`config.mk`:
```
export PLATFORM = sky130hd
export DESIGN_NAME = reservation_alu3_scheduler
export DESIGN_NICKNAME = d
export VERILOG_FILES = /design/src/rtl/reservation_alu3_scheduler.sv
export SDC_FILE = /design/constraint.sdc
export NUM_CORES = 1
export LEC_CHECK = 0
export BUFFER_PORTS_ARGS = -buffer_cell sky130_fd_sc_hd__buf_4
export CAP_MARGIN = 25
export CORE_ASPECT_RATIO = 1.2
export CORE_UTILIZATION = 49
export DETAILED_ROUTE_END_ITERATION = 16
export GPL_ROUTABILITY_DRIVEN = 0
export HOLD_SLACK_MARGIN = 0.05
export PLACE_DENSITY_LB_ADDON = 0.25
export SETUP_SLACK_MARGIN = 0.1
export SKIP_CTS_REPAIR_TIMING = 1
export SLEW_MARGIN = 20
export SYNTH_ARGS = -nofsm -noshare
export SYNTH_HDL_FRONTEND = slang
export SYNTH_SLANG_ARGS = --single-unit
```
`constraint.sdc`:
```
create_clock -name iCLOCK -period 5.9 [get_ports iCLOCK]
set_input_delay 0.295 -clock iCLOCK [delete_from_list [all_inputs] [get_ports iCLOCK]]
set_output_delay 0.295 -clock iCLOCK [all_outputs]
set_load 0.05 [all_outputs]
```
`src/rtl/reservation_alu3_scheduler.sv`:
```
`default_nettype none
// +--------------------------------------------------------------------------+
// | Module      : reservation_alu3_scheduler                                 |
// | Description : Allocation and in-order issue control for the ALU3         |
// |               reservation station. It picks a free entry for dispatch,   |
// |               picks the lowest ready entry for issue, keeps the in-order |
// |               tag pointers and occupancy count, and sequences a flush.   |
// | Revision    : 1.0 - initial release                                      |
// +--------------------------------------------------------------------------+
module reservation_alu3_scheduler #(
  parameter int ENTRY_N = 4
) (
  input  logic               iCLOCK,
  input  logic               inRESET,
  input  logic               iFLUSH,
  input  logic               iREGIST_VALID,
  output logic               oREGIST_FULL,
  output logic [ENTRY_N-1:0] oENTRY_REGIST,
  output logic [3:0]         oEX_REGIST_POINTER,
  input  logic [ENTRY_N-1:0] iENTRY_VALID,
  input  logic [ENTRY_N-1:0] iENTRY_MATCHING,
  input  logic               iEX_BUSY,
  output logic [ENTRY_N-1:0] oENTRY_EXOUT,
  output logic [3:0]         oEX_EXECUTION_POINTER,
  output logic               oEX_VALID,
  output logic [1:0]         oEX_SEL,
  output logic               oREMOVE_VALID,
  output logic [2:0]         oCOUNT
);

  typedef enum logic [0:0] {
    RUN   = 1'b0,
    FLUSH = 1'b1
  } state_t;

  localparam logic [ENTRY_N-1:0] ONE = {{(ENTRY_N-1){1'b0}}, 1'b1};

  state_t             state;
  logic [3:0]         reg_ptr;
  logic [3:0]         exe_ptr;
  logic [2:0]         count;
  logic               ex_valid;
  logic [1:0]         ex_sel;

  logic               flushing;
  logic               full;
  logic [ENTRY_N-1:0] free_vec;
  logic [ENTRY_N-1:0] ready_vec;
  logic [ENTRY_N-1:0] regist_vec;
  logic [ENTRY_N-1:0] exout_vec;
  logic [1:0]         exout_idx;
  logic               do_regist;
  logic               do_issue;

  // Entry selection: lowest free slot for dispatch, lowest ready slot for issue.
  // A matching entry that is not valid is never considered ready.
  always_comb begin
    flushing   = iFLUSH | (state == FLUSH);
    full       = flushing | (&iENTRY_VALID);
    free_vec   = ~iENTRY_VALID;
    ready_vec  = iENTRY_MATCHING & iENTRY_VALID;
    regist_vec = '0;
    exout_vec  = '0;
    if (iREGIST_VALID && !full) begin
      regist_vec = free_vec & (~free_vec + ONE);
    end
    if (!iEX_BUSY && !flushing) begin
      exout_vec = ready_vec & (~ready_vec + ONE);
    end
    do_regist = |regist_vec;
    do_issue  = |exout_vec;
  end

  // One-hot to index for the issue payload mux select.
  always_comb begin
    exout_idx = 2'd0;
    for (int i = 0; i < ENTRY_N; i++) begin
      if (exout_vec[i]) begin
        exout_idx = i[1:0];
      end
    end
  end

  // Flush sequencing, tag pointers, occupancy and the registered issue port.
  always_ff @(posedge iCLOCK or negedge inRESET) begin
    if (!inRESET) begin
      state    <= RUN;
      reg_ptr  <= 4'd0;
      exe_ptr  <= 4'd0;
      count    <= 3'd0;
      ex_valid <= 1'b0;
      ex_sel   <= 2'd0;
    end else if (iFLUSH) begin
      // Whatever was offered this cycle is discarded along with the entries.
      state    <= (state == RUN) ? FLUSH : RUN;
      reg_ptr  <= 4'd0;
      exe_ptr  <= 4'd0;
      count    <= 3'd0;
      ex_valid <= 1'b0;
    end else begin
      state    <= RUN;
      ex_valid <= do_issue;
      if (do_issue) begin
        ex_sel  <= exout_idx;
        exe_ptr <= exe_ptr + 4'd1;
      end
      if (do_regist) begin
        reg_ptr <= reg_ptr + 4'd1;
      end
      if (do_regist && !do_issue) begin
        count <= count + 3'd1;
      end else if (!do_regist && do_issue) begin
        count <= count - 3'd1;
      end
    end
  end

  assign oREMOVE_VALID         = iFLUSH & (state == RUN);
  assign oREGIST_FULL          = full;
  assign oENTRY_REGIST         = regist_vec;
  assign oENTRY_EXOUT          = exout_vec;
  assign oEX_REGIST_POINTER    = reg_ptr;
  assign oEX_EXECUTION_POINTER = exe_ptr;
  assign oEX_VALID             = ex_valid;
  assign oEX_SEL               = ex_sel;
  assign oCOUNT                = count;

endmodule
`default_nettype wire

```
* Word level (Yosys, flattened, before mapping) *
Cells that the tools add are included.

storage, ports and cells
  register bits after elaboration = 15
  input bits = 13
  output and inout port bits = 24
  logic and storage cells = 54

operators by class
  add/subtract/negate cells = 6
  mux-type cells = 15
  bitwise operators = 11
  reduce and logical (&&, ||, !) cells = 16

operators with widths
  cell                                              number
  two-way mux 4 bit                                 6
  adder 4 x 1 -> 4 bit, second input constant       4
  AND 4 bit                                         3
  NOT 4 bit                                         3
  two-way mux 3 bit                                 3
  OR reduction 4 bit                                2
  logical NOT 1 bit                                 5
  logical AND 1 bit                                 4
  two-way mux 1 bit                                 4
  two-way mux 2 bit                                 2
  AND reduction 4 bit                               1
  nonzero test 2 bit                                2
  adder 3 x 1 -> 3 bit, second input constant       1
  nonzero test 3 bit                                1
  subtractor 3 x 1 -> 3 bit, second input constant  1
  NOT 1 bit                                         2
  bitwise OR 1 bit                                  2
  AND reduction 2 bit                               1
  AND 1 bit                                         1

* Logic depth before layout (Yosys ltp) *
Gate-level depths: netlist (run 1).

  word-level depth = 11
  depth in mapped cells = 8
  depth with buffers taken out = 7

* Worst setup path after synthesis (run 1) *
Ideal clock, no wire load.

  kind = reg-to-output
  start point = reg state
  end point = out oENTRY_REGIST[2]
  arrival = 1.944 ns
  data required time = 5.605 ns
  slack = 3.661 ns
  stages on the path, launching flop included = 4
  path buffers = 0
  path through = dfrtp_1 > nor2_1 > nand4_1 > nor3b_1

between the ends
  longest elaborated chain between the ends = 5

ends and longest elaborated chain
  what                    line  source
  from (decl)             38    state_t state;
  from (signal assigned)  95    state <= (state == RUN) ? FLUSH : RUN;
  bitwise OR 1 bit        58    flushing = iFLUSH | (state == FLUSH);
  bitwise OR 1 bit        59    full = flushing | (&iENTRY_VALID);
  logical NOT 1 bit       64    if (iREGIST_VALID && !full) begin
  logical AND 1 bit       64
  two-way mux 4 bit       64
  to (decl)               18    output logic [ENTRY_N-1:0] oENTRY_REGIST,

No other way between the ends.

* Worst setup path after layout (run 1) *
  start point = reg state
  end point = reg count[2] (netlist: oCOUNT[2])

between the ends
  longest elaborated chain between the ends = 9
  elaborated cells on any way between the ends = 17
  those cells by class = mux (4); bitwise (2); reduce/logical (11)

ends and longest elaborated chain
  what                                                     line      source
  bitwise OR 1 bit *                                       58
  bitwise OR 1 bit or logical NOT 1 bit (tied branches)    59, 67
  logical NOT 1 bit or logical AND 1 bit (tied branches)   64, 67
  logical AND 1 bit or two-way mux 4 bit (tied branches)   64, 67
  two-way mux 4 bit or OR reduction 4 bit (tied branches)  64, 71
  OR reduction 4 bit or logical NOT 1 bit (tied branches)  70, 110
  logical AND 1 bit or logical NOT 1 bit (tied branches)   110, 112
  two-way mux 3 bit or logical AND 1 bit (tied branches)   110, 112
  two-way mux 3 bit or nonzero test 3 bit (tied branches)  n/a
  to (signal assigned)                                     111       count <= count + 3'd1;
  to (signal assigned)                                     113       count <= count - 3'd1;
  to (decl)                                                41        logic [2:0] count;

Every way passes the cells marked *; elsewhere a longest branch is shown, timed or not.
A chain may end at the register's enable or synchronous reset.

==> results by group, run 1 <==
Critical path
  • Worst-path fanout max: 8
  • Req. time, crit path: 6110 ps
  • Setup CP Type: reg2reg
  • Critical Path Start Type: register
  • Critical Path End Type: register
  • Critical path arrival: 2660 ps

Timing
  • Fmax: 408.7 MHz
  • Worst-Margin Slew: 360.9 ps
  • Final hold violations: 0
  • Unrepaired setup endpoints after global routing: false
  • TNS Setup: 0 ps
  • Post-route minimum period: 2447 ps
  • Period utilisation layout: 0.4148
  • Hold_ws: 282.5 ps
  • Final Max Slew Viols: 0
  • Skew final: 3.898 ps
  • Final setup viols: 0
  • Slew margin rel.: 0.7581

Final layout
  • # diodes: 0
  • Final-stage net count: 141
  • Layout overhead on the synthesized area: 37.57%
  • Filler instances: 129
  • Multi-input gate area: 451.7 um^2
  • Final core utilization: 0.7176
  • Layout cells sized above 1: 0.3387
  • Non-filler cells, final: 142
  • FF+latch area: 375.4 um^2

Synth
  • Async SR Flop Fraction: 1.000
  • Avg Inst Size Synth: 9.951 um^2
  • Synthesized area: 845.8 um^2
  • Mapped Nets: 101
  • EDFF count, synth: 0
  • Synthesized flop and latch total: 15
  • Post-synthesis sequential area ratio: 0.4438
  • Post-Syn Instances: 85
  • Main synth FF type: dfrtp_1
  • Yosys cell types: 30
  • Warnings, synthesis: 0

Clock tree
  • Clk sink count: 15
  • Clk buf depth: 2
  • H-tree depth: 1
  • CTS buffer count: 3
  • CTS clk-pin slew, worst paths: 90 ps
  • Clock Latency Late Sink: 280 ps
  • Clock Root Buffer: clkbuf_4
  • CTS tree: done

Floorplan
  • Initial core utilization: 0.5216
  • Die ar.: 1897 um^2
  • Area of the core: 1622 um^2
  • Row cnt: 16
  • DIE HEIGHT: 47.51 um
  • IO Pins: 37
  • Die width: 39.93 um

Power
  • Peak VDD IR: 0.1496 mV
  • Lkg Pwr: 0.0005890 uW
  • PD cells: 249.3 nW/um^2

GRT
  • First-pass GRT wire length: 2622 um
  • Vias in the first global route: 606
  • Initial antenna violation count: 0
  • Total gr overflow: 0
  • Tot GR Track Use: 0.2081
  • Largest net degree at the start of global routing: 17

Run
  • Maxcap violations: 0

Route
  • Initial DRC Count: 8
  • DR pass1 iterations: 5
  • Via count: 749
  • DR WL/cell: 13.28 um
  • Vias/cell: 5.275
  • Drt drc: 0
  • Detailed Route WL: 1886 um
  • DRT antenna net count: 0

Placement
  • I/O Buffers: 36
  • Placed Cells incl. Taps: 137
  • HPWL Detailed: 1455 um

Status
  • Status: complete, no violations

Hold path
  • HP Class: in2reg
## per-layer routing
metal,GRT usage,up-vias,part of all wire
li1,-,379,-
met1,0.2610,350,0.43
met2,0.3355,18,0.52
met3,0.05581,2,0.041
met4,0.08276,0,0.0037
met5,0,-,0
## report_power, final
part	leakage (uW)	switching (uW)	internal, uW
clock	0.0000150	33.5	26.3
combinational	0.000374	71.0	36.8
sequential	0.000200	9.30	113
total	0.000589	114	176
## per-stage QoR
| stage | instance area (um^2) | worst slack, ps | total power [uW] |
|---|---|---|---|
| global placement | 1127 | 3489 | 231.0 |
| detailed placement | 1127 | 3426 | 232.6 |
| floorplan | 845.8 | 3661 | 194.9 |
| finish | 1164 | 3453 | 290.1 |
| global route | 1164 | 3261 | 306.0 |
| CTS | 1154 | 3433 | 292.6 |
## area by class of cell
| type | count | share of cell area |
|---|---|---|
| flip-flops and latches | 15 | 0.3226 |
| clock buffers | 4 | 0.02258 |
| multi-input cells | 66 | 0.3882 |
| inverters | 2 | 0.006452 |
| repair buffers | 37 | 0.2409 |
| well taps | 18 | 0.01935 |
## cells by family after synthesis
family	Yosys count	synth area share
AOI/OAI and AO/OA	9	0.07100
DFF	15	0.4438
and+or+nand+nor	42	0.2692
muxes	5	0.05917
adders and majority gates	3	0.05325
buffers and inverters	4	0.02219
xor gates and xnor gates	7	0.08137
## placed cells by master (no fill, tap or decap), types with 2 or more instances in the layout
cell type	Yosys	routed
xnor2_1	2	2
a21oi_1	2	2
mux2i_1	5	5
nor3_1	2	2
nand2_1	5	5
clkbuf_4	0	3
buf_4	1	36
nand4_1	3	3
nor2_1	13	13
dfrtp_1	15	15
nor2b_1	2	2
a22o_1	2	2
inv_1	2	2
ha_1	2	2
and4_1	2	2
or3_1	2	2
o211ai_1	2	2
xor2_1	4	4
and3_1	2	2
nand2b_1	4	4
nand3_1	3	3
## worst max-delay path, stage by stage, from the launching register on
cell	delay, ps
dfrtp_1	440
nor3_2	370
o21a_1	380
nor2_1	90
fa_1	370
or3_1	370
mux2i_1	170
mux2i_1	190
## registers in the layout (all words and copies together), names as in the netlist
name,count
oEX_VALID,1
oCOUNT,3
state,1
oEX_SEL,2
oEX_EXECUTION_POINTER,4
oEX_REGIST_POINTER,4
## path summary, 6_finish.rpt
path                           start                  endpoint  slack [ps]  depth (start not counted)
max                            state                 oCOUNT[2]        3450                          7
min                           iFLUSH  oEX_EXECUTION_POINTER[0]         280                          2
max reg2reg                    state                 oCOUNT[2]        3450                          7
min reg2reg                oCOUNT[2]                 oCOUNT[2]         510                          1
max in group asynchronous    inRESET                 oCOUNT[2]        5330                          2
min in group asynchronous    inRESET  oEX_EXECUTION_POINTER[1]         390                          2
## Yosys cell counts, types with 2 or more instances
cell type / number / area, um^2
nand2_1: 5 / 18.77
or3_1: 2 / 12.51
xnor2_1: 2 / 17.52
xor2_1: 4 / 35.03
nand3_1: 3 / 15.01
ha_1: 2 / 25.02
inv_1: 2 / 7.510
and4_1: 2 / 17.52
dfrtp_1: 15 / 375.4
and3_1: 2 / 12.51
nor2_1: 13 / 48.80
nand4_1: 3 / 18.77
nor3_1: 2 / 10.01
a21oi_1: 2 / 10.01
nand2b_1: 4 / 25.02
mux2i_1: 5 / 50.05
nor2b_1: 2 / 12.51
a22o_1: 2 / 17.52
o211ai_1: 2 / 15.01
No activity file was read; power rests on OpenSTA's default activity.
==> run 2: changes to the inputs <==
- CORE_UTILIZATION: 49 -> 45
- clock period: 5.9 -> 2.4 ns (I/O delays scaled with it)
==> results by group, run 2 (synthesized netlist as in run 1, its figures left out) <==
Status
  • Status: complete, no violations (unchanged)

Clock tree
  • Clock Root Buffer: clkbuf_4 (unchanged)
  • Clock Latency Late Sink: 270 ps (was 280 ps)
  • CTS buffer count: 3 (unchanged)
  • CTS tree: done (unchanged)
  • Clk sink count: 15 (unchanged)
  • H-tree depth: 1 (unchanged)
  • Clk buf depth: 2 (unchanged)
  • CTS clk-pin slew, worst paths: 90 ps (about the same)

Timing
  • Final hold violations: 0 (unchanged)
  • Worst-Margin Slew: 263.8 ps (was 360.9 ps)
  • Period utilisation layout: 0.8709 (was 0.4148)
  • Post-route minimum period: 2090 ps (was 2447 ps)
  • Skew final: 4.322 ps (was 3.898 ps)
  • Unrepaired setup endpoints after global routing: false (unchanged)
  • Final Max Slew Viols: 0 (unchanged)
  • TNS Setup: 0 ps (unchanged)
  • Fmax: 478.4 MHz (was 408.7 MHz)
  • Final setup viols: 0 (unchanged)
  • Slew margin rel.: 0.8236 (was 0.7581)

Final layout
  • FF+latch area: 375.4 um^2 (unchanged)
  • Multi-input gate area: 451.7 um^2 (unchanged)
  • Most frequent cells in the layout: buf_4 (38), dfrtp_1 (15), nor2_1 (13) (was buf_4 (36), dfrtp_1 (15), nor2_1 (13))
  • # diodes: 0 (unchanged)
  • Filler instances: 126 (was 129)
  • Layout cells sized above 1: 0.3492 (was 0.3387)
  • Commonest non-fill, non-tap cell in the layout: buf_4 (unchanged)
  • Non-filler cells, final: 144 (was 142)
  • Layout overhead on the synthesized area: 39.35% (was 37.57%)
  • Final-stage net count: 143 (was 141)

GRT
  • Initial antenna violation count: 0 (unchanged)
  • First-pass GRT wire length: 3256 um (was 2622 um)
  • Vias in the first global route: 750 (was 606)
  • Largest net degree at the start of global routing: 17 (unchanged)
  • Tot GR Track Use: 0.1989 (was 0.2081)
  • Total gr overflow: 0 (unchanged)

Critical path
  • Crit. Startpoint: state (unchanged)
  • Worst-path fanout max: 5 (was 8)
  • Crit path cell chain: nor2_1 -> nand3_1 -> nor2_1 -> fa_1 -> or3_1 -> mux2i_1 -> mux2i_1 (was nor3_2 -> o21a_1 -> nor2_1 -> fa_1 -> or3_1 -> mux2i_1 -> mux2i_1)
  • Critical path endpoint: oCOUNT[2] (unchanged)
  • Setup CP Type: reg2reg (unchanged)
  • CP max stage delay: 450 ps (was 440 ps)
  • R2r setup slk: 310 ps (was 3450 ps)
  • Critical path arrival: 2290 ps (was 2660 ps)
  • RR Endpoint: oCOUNT[2] (unchanged)
  • Critical Path End Type: register (unchanged)
  • Worst r2r path cells: 7 (unchanged)
  • Critical-path top delay cell: dfrtp_1 (unchanged)
  • Critical Path Start Type: register (unchanged)
  • FF-to-FF Start: state (unchanged)
  • Req. time, crit path: 2600 ps (was 6110 ps)

Floorplan
  • Initial core utilization: 0.4971 (was 0.5216)
  • Area of the core: 1702 um^2 (was 1622 um^2)
  • IO Pins: 37 (unchanged)
  • DIE HEIGHT: 49.49 um (was 47.51 um)
  • Die width: 41.58 um (was 39.93 um)
  • Die ar.: 2058 um^2 (was 1897 um^2)
  • Row cnt: 16 (unchanged)

Placement
  • Placed Cells incl. Taps: 139 (was 137)
  • HPWL Detailed: 1488 um (was 1455 um)
  • I/O Buffers: 36 (unchanged)

Hold path
  • HP Class: in2reg (unchanged)
  • Hold Path Depth: 2 (unchanged)

Route
  • DR WL/cell: 13.49 um (was 13.28 um)
  • DRT antenna net count: 0 (unchanged)
  • Initial DRC Count: 16 (was 8)
  • Vias/cell: 5.465 (was 5.275)
  • DR pass1 iterations: 4 (was 5)
  • Drt drc: 0 (unchanged)
  • Via count: 787 (was 749)
  • Detailed Route WL: 1943 um (was 1886 um)

Run
  • Maxcap violations: 0 (unchanged)

Power
  • Total power: 706.4 uW (was 290.1 uW)
  • Switching power: 271.3 uW (was 113.8 uW)
  • Pint: 435.1 uW (was 176.3 uW)
  • Sequential fraction of design power: 0.425 (was 0.422)
  • Peak VDD IR: 0.3883 mV (was 0.1496 mV)
  • Logic pwr share: 0.380 (was 0.372)
  • PD cells: 599.3 nW/um^2 (was 249.3 nW/um^2)
  • Clock power frac: 0.195 (was 0.206)
  • Lkg Pwr: 0.0005995 uW (was 0.0005890 uW)
  • Sw frac: 0.3840 (was 0.3922)
-- run 2: cell types whose count changed in the layout (fill, tap and decap cells not counted) --
cell   delta
buf_4     +2
-- run 2: power groups by stage --
stage / sequential [uW] / clock (uW) / combinational (uW)
global route: 305 / 154 / 287
finish: 300 / 138 / 268
CTS: 300 / 144 / 269
detailed placement: 305 / 0 / 269
floorplan: 389 / 0 / 89.6
global placement: 304 / 0 / 265
-- run 2: layout make-up --
class	count	area share
clock buffers	4	0.02229
inverters	2	0.006369
multi-input cells	66	0.3832
flip-flops and latches	15	0.3185
well taps	18	0.01911
repair buffers	39	0.2505
-- run 2: how the worst min path moves through the flow --
stage	from	end	slack [ps]
after global placement	inRESET	oEX_VALID	-10
after floorplan	inRESET	oCOUNT[0]	-180
after CTS	inRESET	oEX_EXECUTION_POINTER[2]	-310
after global routing	iFLUSH	oEX_REGIST_POINTER[3]	140
final	iFLUSH	oEX_REGIST_POINTER[3]	130
after detailed placement	inRESET	oEX_EXECUTION_POINTER[3]	-10
-- run 2: metal layers --
layer | part of all wire | vias up | GRT usage | wire (um)
met5 | 0 | - | 0 | 0
met4 | 0.0021 | 0 | 0.04839 | 4
met3 | 0.033 | 2 | 0.02198 | 65
met2 | 0.54 | 27 | 0.3750 | 1052
met1 | 0.42 | 376 | 0.2354 | 821
li1 | - | 382 | - | -
-- run 2: metrics by stage --
stage	hold WS, ps	cell area [um^2]	setup slack (ps)	util
after global routing	141.3	1179	177.9	0.6926
after detailed placement	-13.71	1142	329.1	0.6713
after global placement	-14.91	1142	424.6	0.6713
after floorplan	-175.6	845.8	186.7	-
after CTS	-313.5	1169	322.2	0.6868
final	132.6	1179	309.9	0.6926
-- run 2: critical path: cells and delay by family, from the launching register on --
kind                     cells  cell delay (ps)
multiplexers                 2              360
adder cells (fa/ha/maj)      1              370
AND/OR/NAND/NOR              4              820
flip-flops                   1              450
